## config.mk

```make
export PLATFORM = sky130hd
export DESIGN_NAME = mean_center_unit_flat
export DESIGN_NICKNAME = d
export VERILOG_FILES = /design/src/rtl/mean_center_unit_pkg.sv /design/src/rtl/mean_center_unit_if.sv /design/src/rtl/mean_center_lane.sv /design/src/rtl/mean_center_unit.sv /design/src/flat_wrapper.sv
export SDC_FILE = /design/constraint.sdc
export NUM_CORES = 1
export LEC_CHECK = 0
export CAP_MARGIN = 10
export CORE_MARGIN = 5
export CORE_UTILIZATION = 62
export DETAILED_ROUTE_END_ITERATION = 8
export PLACE_DENSITY = 0.87
export SLEW_MARGIN = 10
export SYNTH_ARGS = -nofsm -noshare
export SYNTH_HDL_FRONTEND = slang
export SYNTH_HIERARCHICAL = 1
export SYNTH_SLANG_ARGS = --single-unit
export TNS_END_PERCENT = 30
```

## constraint.sdc

```tcl
create_clock -name clk -period 8.45 [get_ports clk]
set_input_delay 1.69 -clock clk [delete_from_list [all_inputs] [get_ports clk]]
set_output_delay 1.69 -clock clk [all_outputs]
set_load 0.01 [all_outputs]
```

## src/rtl/mean_center_unit_pkg.sv

```systemverilog
// mean_center_unit_pkg: FSM state codes and saturation helper shared by the FastICA blocks
package mean_center_unit_pkg;
   localparam logic [1:0] IDLE = 2'd0, ACCUM = 2'd1, MEAN = 2'd2, CENTER = 2'd3;
   function automatic logic signed [63:0] sat_w(input logic signed [63:0] d, input int w);
      logic signed [63:0] hi, lo;
      hi = (64'sd1 <<< (w - 1)) - 64'sd1;
      lo = -(64'sd1 <<< (w - 1));
      return d > hi ? hi : d < lo ? lo : d;
   endfunction
endpackage

```

## src/rtl/mean_center_unit_if.sv

```systemverilog
// mean_center_unit_if: input and output sample streams with valid/ready handshakes
interface mean_center_unit_if #(parameter int CH = 4, parameter int W = 26);
   logic in_valid, in_ready, out_valid, out_ready;
   logic [CH*W-1:0] in_data, out_data;
   modport master(output in_valid, in_data, out_ready, input in_ready, out_valid, out_data);
   modport slave(input in_valid, in_data, out_ready, output in_ready, out_valid, out_data);
endinterface

```

## src/rtl/mean_center_lane.sv

```systemverilog
// mean_center_lane: one channel's accumulator, floored mean and saturating subtractor
module mean_center_lane
   import mean_center_unit_pkg::*;
#(
   parameter int W     = 26,
   parameter int LOG2N = 10
) (
   input  logic         clk,
   input  logic         rst_n,
   input  logic         clr,
   input  logic         acc_en,
   input  logic         mean_ld,
   input  logic         ctr_ld,
   input  logic [W-1:0] x,
   output logic [W-1:0] mean,
   output logic [W-1:0] y
);
   localparam int ACC_W = W + LOG2N;
   logic signed [ACC_W-1:0] acc;
   logic signed [W:0] diff;
   assign diff = $signed({x[W-1], x}) - $signed({mean[W-1], mean});
   // the floored mean of N W-bit samples always fits back into W bits
   always_ff @(posedge clk or negedge rst_n)
      if (!rst_n) begin
         acc  <= '0;
         mean <= '0;
         y    <= '0;
      end else begin
         acc <= clr ? '0 : acc_en ? acc + ACC_W'($signed(x)) : acc;
         if (mean_ld) mean <= W'(acc >>> LOG2N);
         if (ctr_ld) y <= W'(sat_w(64'(diff), W));
      end
endmodule

```

## src/rtl/mean_center_unit.sv

```systemverilog
// mean_center_unit: two-pass block mean removal; FSM, shared counter and handshake around CH lanes
module mean_center_unit
   import mean_center_unit_pkg::*;
#(
   parameter int CH    = 4,
   parameter int W     = 26,
   parameter int LOG2N = 10
) (
   input  logic                clk,
   input  logic                rst_n,
   input  logic                GO,
   input  logic                En,
   mean_center_unit_if.slave   b,
   output logic [CH*W-1:0]     mean,
   output logic                busy,
   output logic                done
);
   localparam int N = 1 << LOG2N;
   logic [1:0] state;
   logic [LOG2N:0] cnt;
   logic ov, xin, xout, last, clr, acc_en, mean_ld, ctr_ld;
   logic [CH*W-1:0] od;
   assign b.in_ready = state == ACCUM || (state == CENTER && (!ov || b.out_ready));
   assign xin        = b.in_valid && b.in_ready && En;
   assign xout       = ov && b.out_ready && En;
   assign last       = cnt == (LOG2N + 1)'(N - 1);
   assign clr        = state == IDLE && GO && En;
   assign acc_en     = state == ACCUM && xin;
   assign mean_ld    = state == MEAN && En;
   assign ctr_ld     = state == CENTER && xin;
   assign busy       = state != IDLE;
   assign b.out_valid = ov;
   assign b.out_data  = od;
   always_ff @(posedge clk or negedge rst_n)
      if (!rst_n) begin
         state <= IDLE;
         cnt   <= '0;
         ov    <= 1'b0;
         done  <= 1'b0;
      end else if (En) begin
         done <= 1'b0;
         case (state)
            IDLE: if (GO) begin
               state <= ACCUM;
               cnt   <= '0;
            end
            ACCUM: if (xin) begin
               cnt <= last ? '0 : cnt + 1'b1;
               if (last) state <= MEAN;
            end
            MEAN: begin
               state <= CENTER;
               cnt   <= '0;
            end
            default: begin
               ov <= xin || (ov && !xout);
               if (xout) begin
                  cnt <= last ? '0 : cnt + 1'b1;
                  if (last) begin
                     state <= IDLE;
                     done  <= 1'b1;
                     ov    <= 1'b0;
                  end
               end
            end
         endcase
      end
   for (genvar c = 0; c < CH; c++) begin : g_lane
      mean_center_lane #(.W(W), .LOG2N(LOG2N)) u_lane (
         .clk    (clk),
         .rst_n  (rst_n),
         .clr    (clr),
         .acc_en (acc_en),
         .mean_ld(mean_ld),
         .ctr_ld (ctr_ld),
         .x      (b.in_data[c*W +: W]),
         .mean   (mean[c*W +: W]),
         .y      (od[c*W +: W])
      );
   end
endmodule

```

## src/flat_wrapper.sv

```systemverilog
// flat-port wrapper written by rule: the top's interface ports become plain ports
module mean_center_unit_flat import mean_center_unit_pkg::*;
#(
   parameter int CH    = 4,
   parameter int W     = 26,
   parameter int LOG2N = 10
)
  (clk, rst_n, GO, En, mean, busy, done, b_in_valid, b_in_data, b_out_ready, b_in_ready, b_out_valid, b_out_data);
  mean_center_unit_if #(.CH(CH), .W(W)) b_i ();
  input  logic clk;
  input  logic rst_n;
  input  logic GO;
  input  logic En;
  output logic [CH*W-1:0] mean;
  output logic busy;
  output logic done;
  input wire logic [$bits(b_i.in_valid)-1:0] b_in_valid;
  input wire logic [$bits(b_i.in_data)-1:0] b_in_data;
  input wire logic [$bits(b_i.out_ready)-1:0] b_out_ready;
  output wire logic [$bits(b_i.in_ready)-1:0] b_in_ready;
  output wire logic [$bits(b_i.out_valid)-1:0] b_out_valid;
  output wire logic [$bits(b_i.out_data)-1:0] b_out_data;
  assign b_i.in_valid = b_in_valid;
  assign b_i.in_data = b_in_data;
  assign b_i.out_ready = b_out_ready;
  assign b_in_ready = b_i.in_ready;
  assign b_out_valid = b_i.out_valid;
  assign b_out_data = b_i.out_data;
  mean_center_unit #(.CH(CH), .W(W), .LOG2N(LOG2N)) u_core (.clk(clk), .rst_n(rst_n), .GO(GO), .En(En), .b(b_i), .mean(mean), .busy(busy), .done(done));
endmodule
```

=== After elaboration in Yosys (flattened, before gate mapping) ===
Index checks and enable logic that the tools add are counted.

* Flip-flop bits (word level): 367
* Output and inout bits: 212

* Add/subtract/negate cells: 9
* $lt $le $gt $ge: 8
* Eq/ne operators: 7
* Mux-type cells: 32
* Bitwise gates (word level): 1
* Reduce and logical (&&, ||, !) cells: 25

{| class="wikitable"
|+ Operator list
! cell !! count
|-
| 36-bit two-way mux || 8
|-
| 26-bit two-way mux || 8
|-
| 36-bit adder || 4
|-
| 27-bit by 26-bit greater-than comparator with 1-bit output, second input constant || 4
|-
| 27-bit by 26-bit < comparator with 1-bit output, second input constant || 4
|-
| 26-bit by 26-bit subtractor with 27-bit output || 4
|-
| 11-bit two-way mux || 4
|-
| 11-bit one-hot mux with 3 select lines || 1
|-
| 11-bit by 1-bit adder with 11-bit output, second input constant || 1
|-
| 11-bit by 10-bit == test with 1-bit output, second input constant || 1
|-
| 1-bit logical AND || 11
|-
| 2-bit two-way mux || 5
|-
| 2-bit one-hot mux with 3 select lines || 1
|-
| 6-bit AND reduction || 1
|-
| 1-bit two-way mux || 5
|-
| 2-bit == test, second input constant || 2
|-
| 2-bit by 1-bit != test with 1-bit output, second input constant || 2
|-
| 4-bit AND reduction || 1
|-
| 2-bit nonzero test || 2
|-
| 4-bit nonzero test || 1
|-
| 1-bit logical OR || 3
|-
| 3-bit nonzero test || 1
|-
| 3-bit OR reduction || 1
|-
| 2-bit by 1-bit == test with 1-bit output, second input constant || 1
|-
| other kinds (5) || 6
|}

=== Depth between registers and ports, before layout ===
* Word-level depth: 9
* Mapped depth: 13

=== By module ===
Netlist, hierarchy kept.

{| class="wikitable"
|+ Modules (own cells, without submodules)
! module !! times used !! cells an instance !! area each (um2)
|-
| mean_center_lane at u_core.g_lane[1].u_lane ... || 2 || 792 || 6750.2
|-
| mean_center_lane at u_core.g_lane[0].u_lane || 1 || 785 || 6824.0
|-
| mean_center_lane at u_core.g_lane[3].u_lane || 1 || 745 || 6711.4
|-
| mean_center_unit || 1 || 101 || 959.7
|}

=== Worst setup path after synthesis ===
Ideal clock, no wire load.

* Path kind: in2reg
* Start point: in b_in_data[26]
* End point: reg u_core.g_lane[1].u_lane.y[10]
* Library setup time: 83 ps
* Arrival time: 4220 ps
* Setup slack: 4148 ps
* Stages: 13
* Path buffers: 1
* Path through: inv_1 ha_1 fa_1 nand2b_1 a21oi_1 o2111ai_1 a2111o_1 a31o_1 a2111o_1 nand2_2 buf_6 nor2_1 o22ai_1

* Cells in the longest elaborated chain, start to end: 4
* Elaborated cells between the ends (all ways): 5

{| class="wikitable"
|+ RTL lines
! what !! line !! RTL
|-
| start: declaration || flat_wrapper.sv:18 || <nowiki>input wire logic [$bits(b_i.in_data)-1:0] b_in_data;</nowiki>
|-
| 26-bit by 26-bit subtractor with 27-bit output (*) || mean_center_lane.sv:21 || <nowiki>assign diff = $signed({x[W-1], x}) - $signed({mean[W-1], mean});</nowiki>
|-
| 27-bit by 26-bit < comparator with 1-bit output || mean_center_unit_pkg.sv:8 || <nowiki>return d > hi ? hi : d < lo ? lo : d;</nowiki>
|-
| 26-bit two-way mux || mean_center_unit_pkg.sv:8 ||
|-
| 26-bit two-way mux (*) || mean_center_unit_pkg.sv:8 ||
|-
| end signal: assignment || mean_center_lane.sv:31 || <nowiki>if (ctr_ld) y <= W'(sat_w(64'(diff), W));</nowiki>
|-
| end: declaration || mean_center_lane.sv:16 || <nowiki>output logic [W-1:0] y</nowiki>
|}

Mark *: on every way between the ends. The rest lies on a longest branch, timed or not.
A chain may end at the register's enable or synchronous reset.

=== Final worst setup path ===
* Start point: in b_in_data[52]
* End point: reg u_core.g_lane[2].u_lane.y[13]

* Cells in the longest elaborated chain, start to end: 4
* Elaborated cells between the ends (all ways): 5

{| class="wikitable"
|+ RTL lines
! what !! line
|-
| 26-bit by 26-bit subtractor with 27-bit output (*) || mean_center_lane.sv:21
|-
| 27-bit by 26-bit < comparator with 1-bit output || mean_center_unit_pkg.sv:8
|-
| 26-bit two-way mux || mean_center_unit_pkg.sv:8
|-
| 26-bit two-way mux (*) || mean_center_unit_pkg.sv:8
|-
| end signal: assignment || mean_center_lane.sv:31
|-
| end: declaration || mean_center_lane.sv:16
|}

Marked as above.

==> impl_metrics.ini <==
[cts]
cts_resized = 0
post_cts_hold_buffer_count = 0
tritoncts = yes
tritoncts_num_sinks = 367
max-clock-path-buffers = 3
num_cts_buffers = 44
cts.htree.levels = 2
clock_insertion_delay_worst_skew_ns = 0.58
cts_root_buffer = clkbuf_16
post-cts-setup-buffer-count = 0
clk_pin_slew_ns = 0.06

[logic_synthesis]
synth_most_common_cell = dfrtp_1
syn_nets = 3582
synth.cell_area_um2 = 28000
yosys_register_bits = 367
synthDistinctLibCells = 103
synth_top_cells_by_count = dfrtp_1 (367), nand2_1 (295), nor2_1 (272)
synthesized_area_per_cell_um2 = 8.708
synth_top_cell_by_area = dfrtp_1
synth-seq-area-share_pct = 32.80
postSynthCellCount = 3215
synth_edf_count = 0
ys_async_sr_fraction_pct = 100.0
synthesis.yosys.warnings = 6
synthDominantCellAreaShare_pct = 32.80
dominantRegCellSynth = dfrtp_1
synthTopCellsByArea = dfrtp_1 (33%), ha_1 (11%), o21ai_0 (4.1%)

[pwr]
p_leak_uw = 0.01469
ir_drop_uv = 242.7
power_density_nw_per_um2 = 424.1

[critical_path]
worst-endpoint-required_ns = 8.93
end_of_the_worst_register_to_register_path = u_core/g_lane[3].u_lane/y[24]
end_kind = flip-flop
crit_type = input pin to flip-flop
launch_point_of_the_worst_reg_to_reg_path = u_core/state[1]
reg2reg_setup_slack_ns = 4.81
startpoint_type = input pin
crit_arrival_ns = 5.31
crit_start = b_in_data[52]
timing.reg2reg.worst_path_depth = 8
worstPathMaxFanout = 23

[routing]
drtAntennaViolNets = 0
wl_per_cell_um = 20.53
detail_route.drc_violations = 0
dr.first_iter.drc_count = 2622
vias = 26215
viasPerCell = 6.397
routed_wl_um = 84140
drt_pre_antenna_iters = 6

[place]
placed_cells_incl_taps = 4015
buffer_ports.inserted = 321
detailed_place_hpwl_um = 63050
gp_congestion = 0.9815

[sta]
max_freq_ghz = 0.2072
fin_worst_skew_ns = 0.01267
fin_hold_ws_ns = 0.4850
timing.final.crit_share_pct = 57.12
worst_slew_pin_slew_ns = 1.094
timing.final.max_slew_violations = 0
hold_viol_final = 0
max-slew-margin-rel_pct = 27.06
rsz0062_at_grt = no
final.setup.tns_ns = 0
setup_viol_count_final = 0
final_period_minus_worst_setup_slack_ns = 4.827

[worst_hold_path]
worst_hold_startpoint = u_core/g_lane[3].u_lane/y[16]
min_delay_path_depth = 1
timing.hold.worst.class = flip-flop to flip-flop
timing.hold.worst_endpoint = u_core/g_lane[3].u_lane/y[16]

[die]
floorplan.io_pins = 322
rows = 77
floorplan.initialDensity_pct = 63.03
fp.coreArea_um2 = 44410
floorplan.die.height_um = 222.5
design.die.area_um2 = 49500
die_width_um = 222.5

[global_route]
track_usage_pct = 32.35
grt_pass1_wl_um = 133900
grt_max_degree = 165
grt.overflow.total = 0
antenna_found_initial = 6
grt_pass1_vias = 25469

[status]
outcome = finished clean

[flow_run]
drv.max_cap_violation_count = 0

[cells_and_area]
syn_to_final_growth_pct = 17.96
fin_cells = 4098
drive_gt1_share_pct = 5.256
nets = 3837
-- layout by cell type, fill, tap and decap left out, drive strengths merged, types with 27 or more instances in the layout --
| cell type | count |
|---|---|
| o2bb2ai | 27 |
| xor2 | 66 |
| and2 | 27 |
| a21o | 94 |
| and3 | 46 |
| a21oi | 224 |
| mux2i | 90 |
| nor2 | 272 |
| nand4 | 29 |
| o211ai | 30 |
| o22ai | 55 |
| inv | 216 |
| nor3 | 46 |
| nor2b | 30 |
| clkdlybuf4s50 | 320 |
| clkbuf | 57 |
| xnor2 | 107 |
| o21ai | 240 |
| nand2b | 38 |
| a32oi | 28 |
| nand3 | 74 |
| ha | 249 |
| a31oi | 28 |
| nand2 | 297 |
| o21a | 35 |
| a211oi | 55 |
| dfrtp | 367 |
-- worst max path at each step --
stage,slack (ns),to
2_1_floorplan,4.15,u_core/g_lane[1].u_lane/y[10]
3_3_place_gp,3.00,u_core/g_lane[3].u_lane/y[24]
3_5_place_dp,2.84,u_core/g_lane[3].u_lane/y[0]
4_1_cts,3.42,u_core/g_lane[3].u_lane/y[0]
5_1_grt,3.36,u_core/g_lane[2].u_lane/y[11]
6_report,3.62,u_core/g_lane[2].u_lane/y[13]
-- metal layers --
layer	track usage [%]	up-vias	share of wire (%)
met4	10.20	2	3.1
met2	54.99	1101	48
met5	0	-	0.0083
met1	43.32	12710	42
met3	4.171	187	6.3
li1	-	12215	-
-- where the power goes --
part	leakage (µW)	total [µW]	switching [µW]	internal (µW)
combinational	0.00942	8730	4830	3890
clock	0.000741	1980	783	1200
sequential	0.00453	3300	697	2600
total	0.0147	14000	6310	7690
-- per-stage QoR --
| step | util, % | setup slack (ns) | area, µm² | total power [µW] |
|---|---|---|---|---|
| after floorplan | - | 4.148 | 28000 | 9122 |
| after global placement | 70.93 | 3.003 | 31500 | 11490 |
| after detailed placement | 70.93 | 2.837 | 31500 | 11800 |
| after CTS | 74.29 | 3.424 | 33000 | 13880 |
| after global routing | 74.35 | 3.362 | 33020 | 14970 |
| final | 74.35 | 3.623 | 33020 | 14010 |
-- sequential cells by signal, indices dropped and copies added (netlist names) --
signal	flops
u_core/done	1
u_core/state	2
u_core/g_lane.u_lane/y	104
u_core/cnt	11
u_core/g_lane.u_lane/acc	144
u_core/g_lane.u_lane/mean	104
u_core/b.out_valid	1
-- cell type report --
cell class | count | area [µm²]
Sequential cell | 367 | 9184
Inverter | 219 | 822.0
Tap cell | 592 | 740.7
Timing Repair Buffer | 335 | 3343
Clock inverter | 20 | 232.7
Multi-Input combinational cell | 2503 | 17430
Clock buffer | 57 | 1261
Antenna cell | 5 | 12.51
Fill cell | 3323 | 11390
-- cells by family after synthesis --
kind of cell | share of synthesized area (%)
AO/OA/AOI/OAI | 25.01
AND/OR/NAND/NOR | 16.51
flip-flops | 32.80
buffers and inverters | 5.055
adder cells (fa/ha/maj) | 11.70
XOR/XNOR | 5.412
multiplexers | 3.499
-- worst max-delay path: stages --
cell and delay (ns):
clkdlybuf4s50_1 0.50, inv_1 0.06, ha_1 0.21, fa_1 0.43, nand2b_1 0.20, a21oi_1 0.24, o2111ai_1 0.24, a2111o_1 0.45
a31o_1 0.22, a2111o_1 0.43, nand2_2 0.38, nor2_1 0.12, o22ai_1 0.13
No activity file was read; power rests on OpenSTA's default activity.
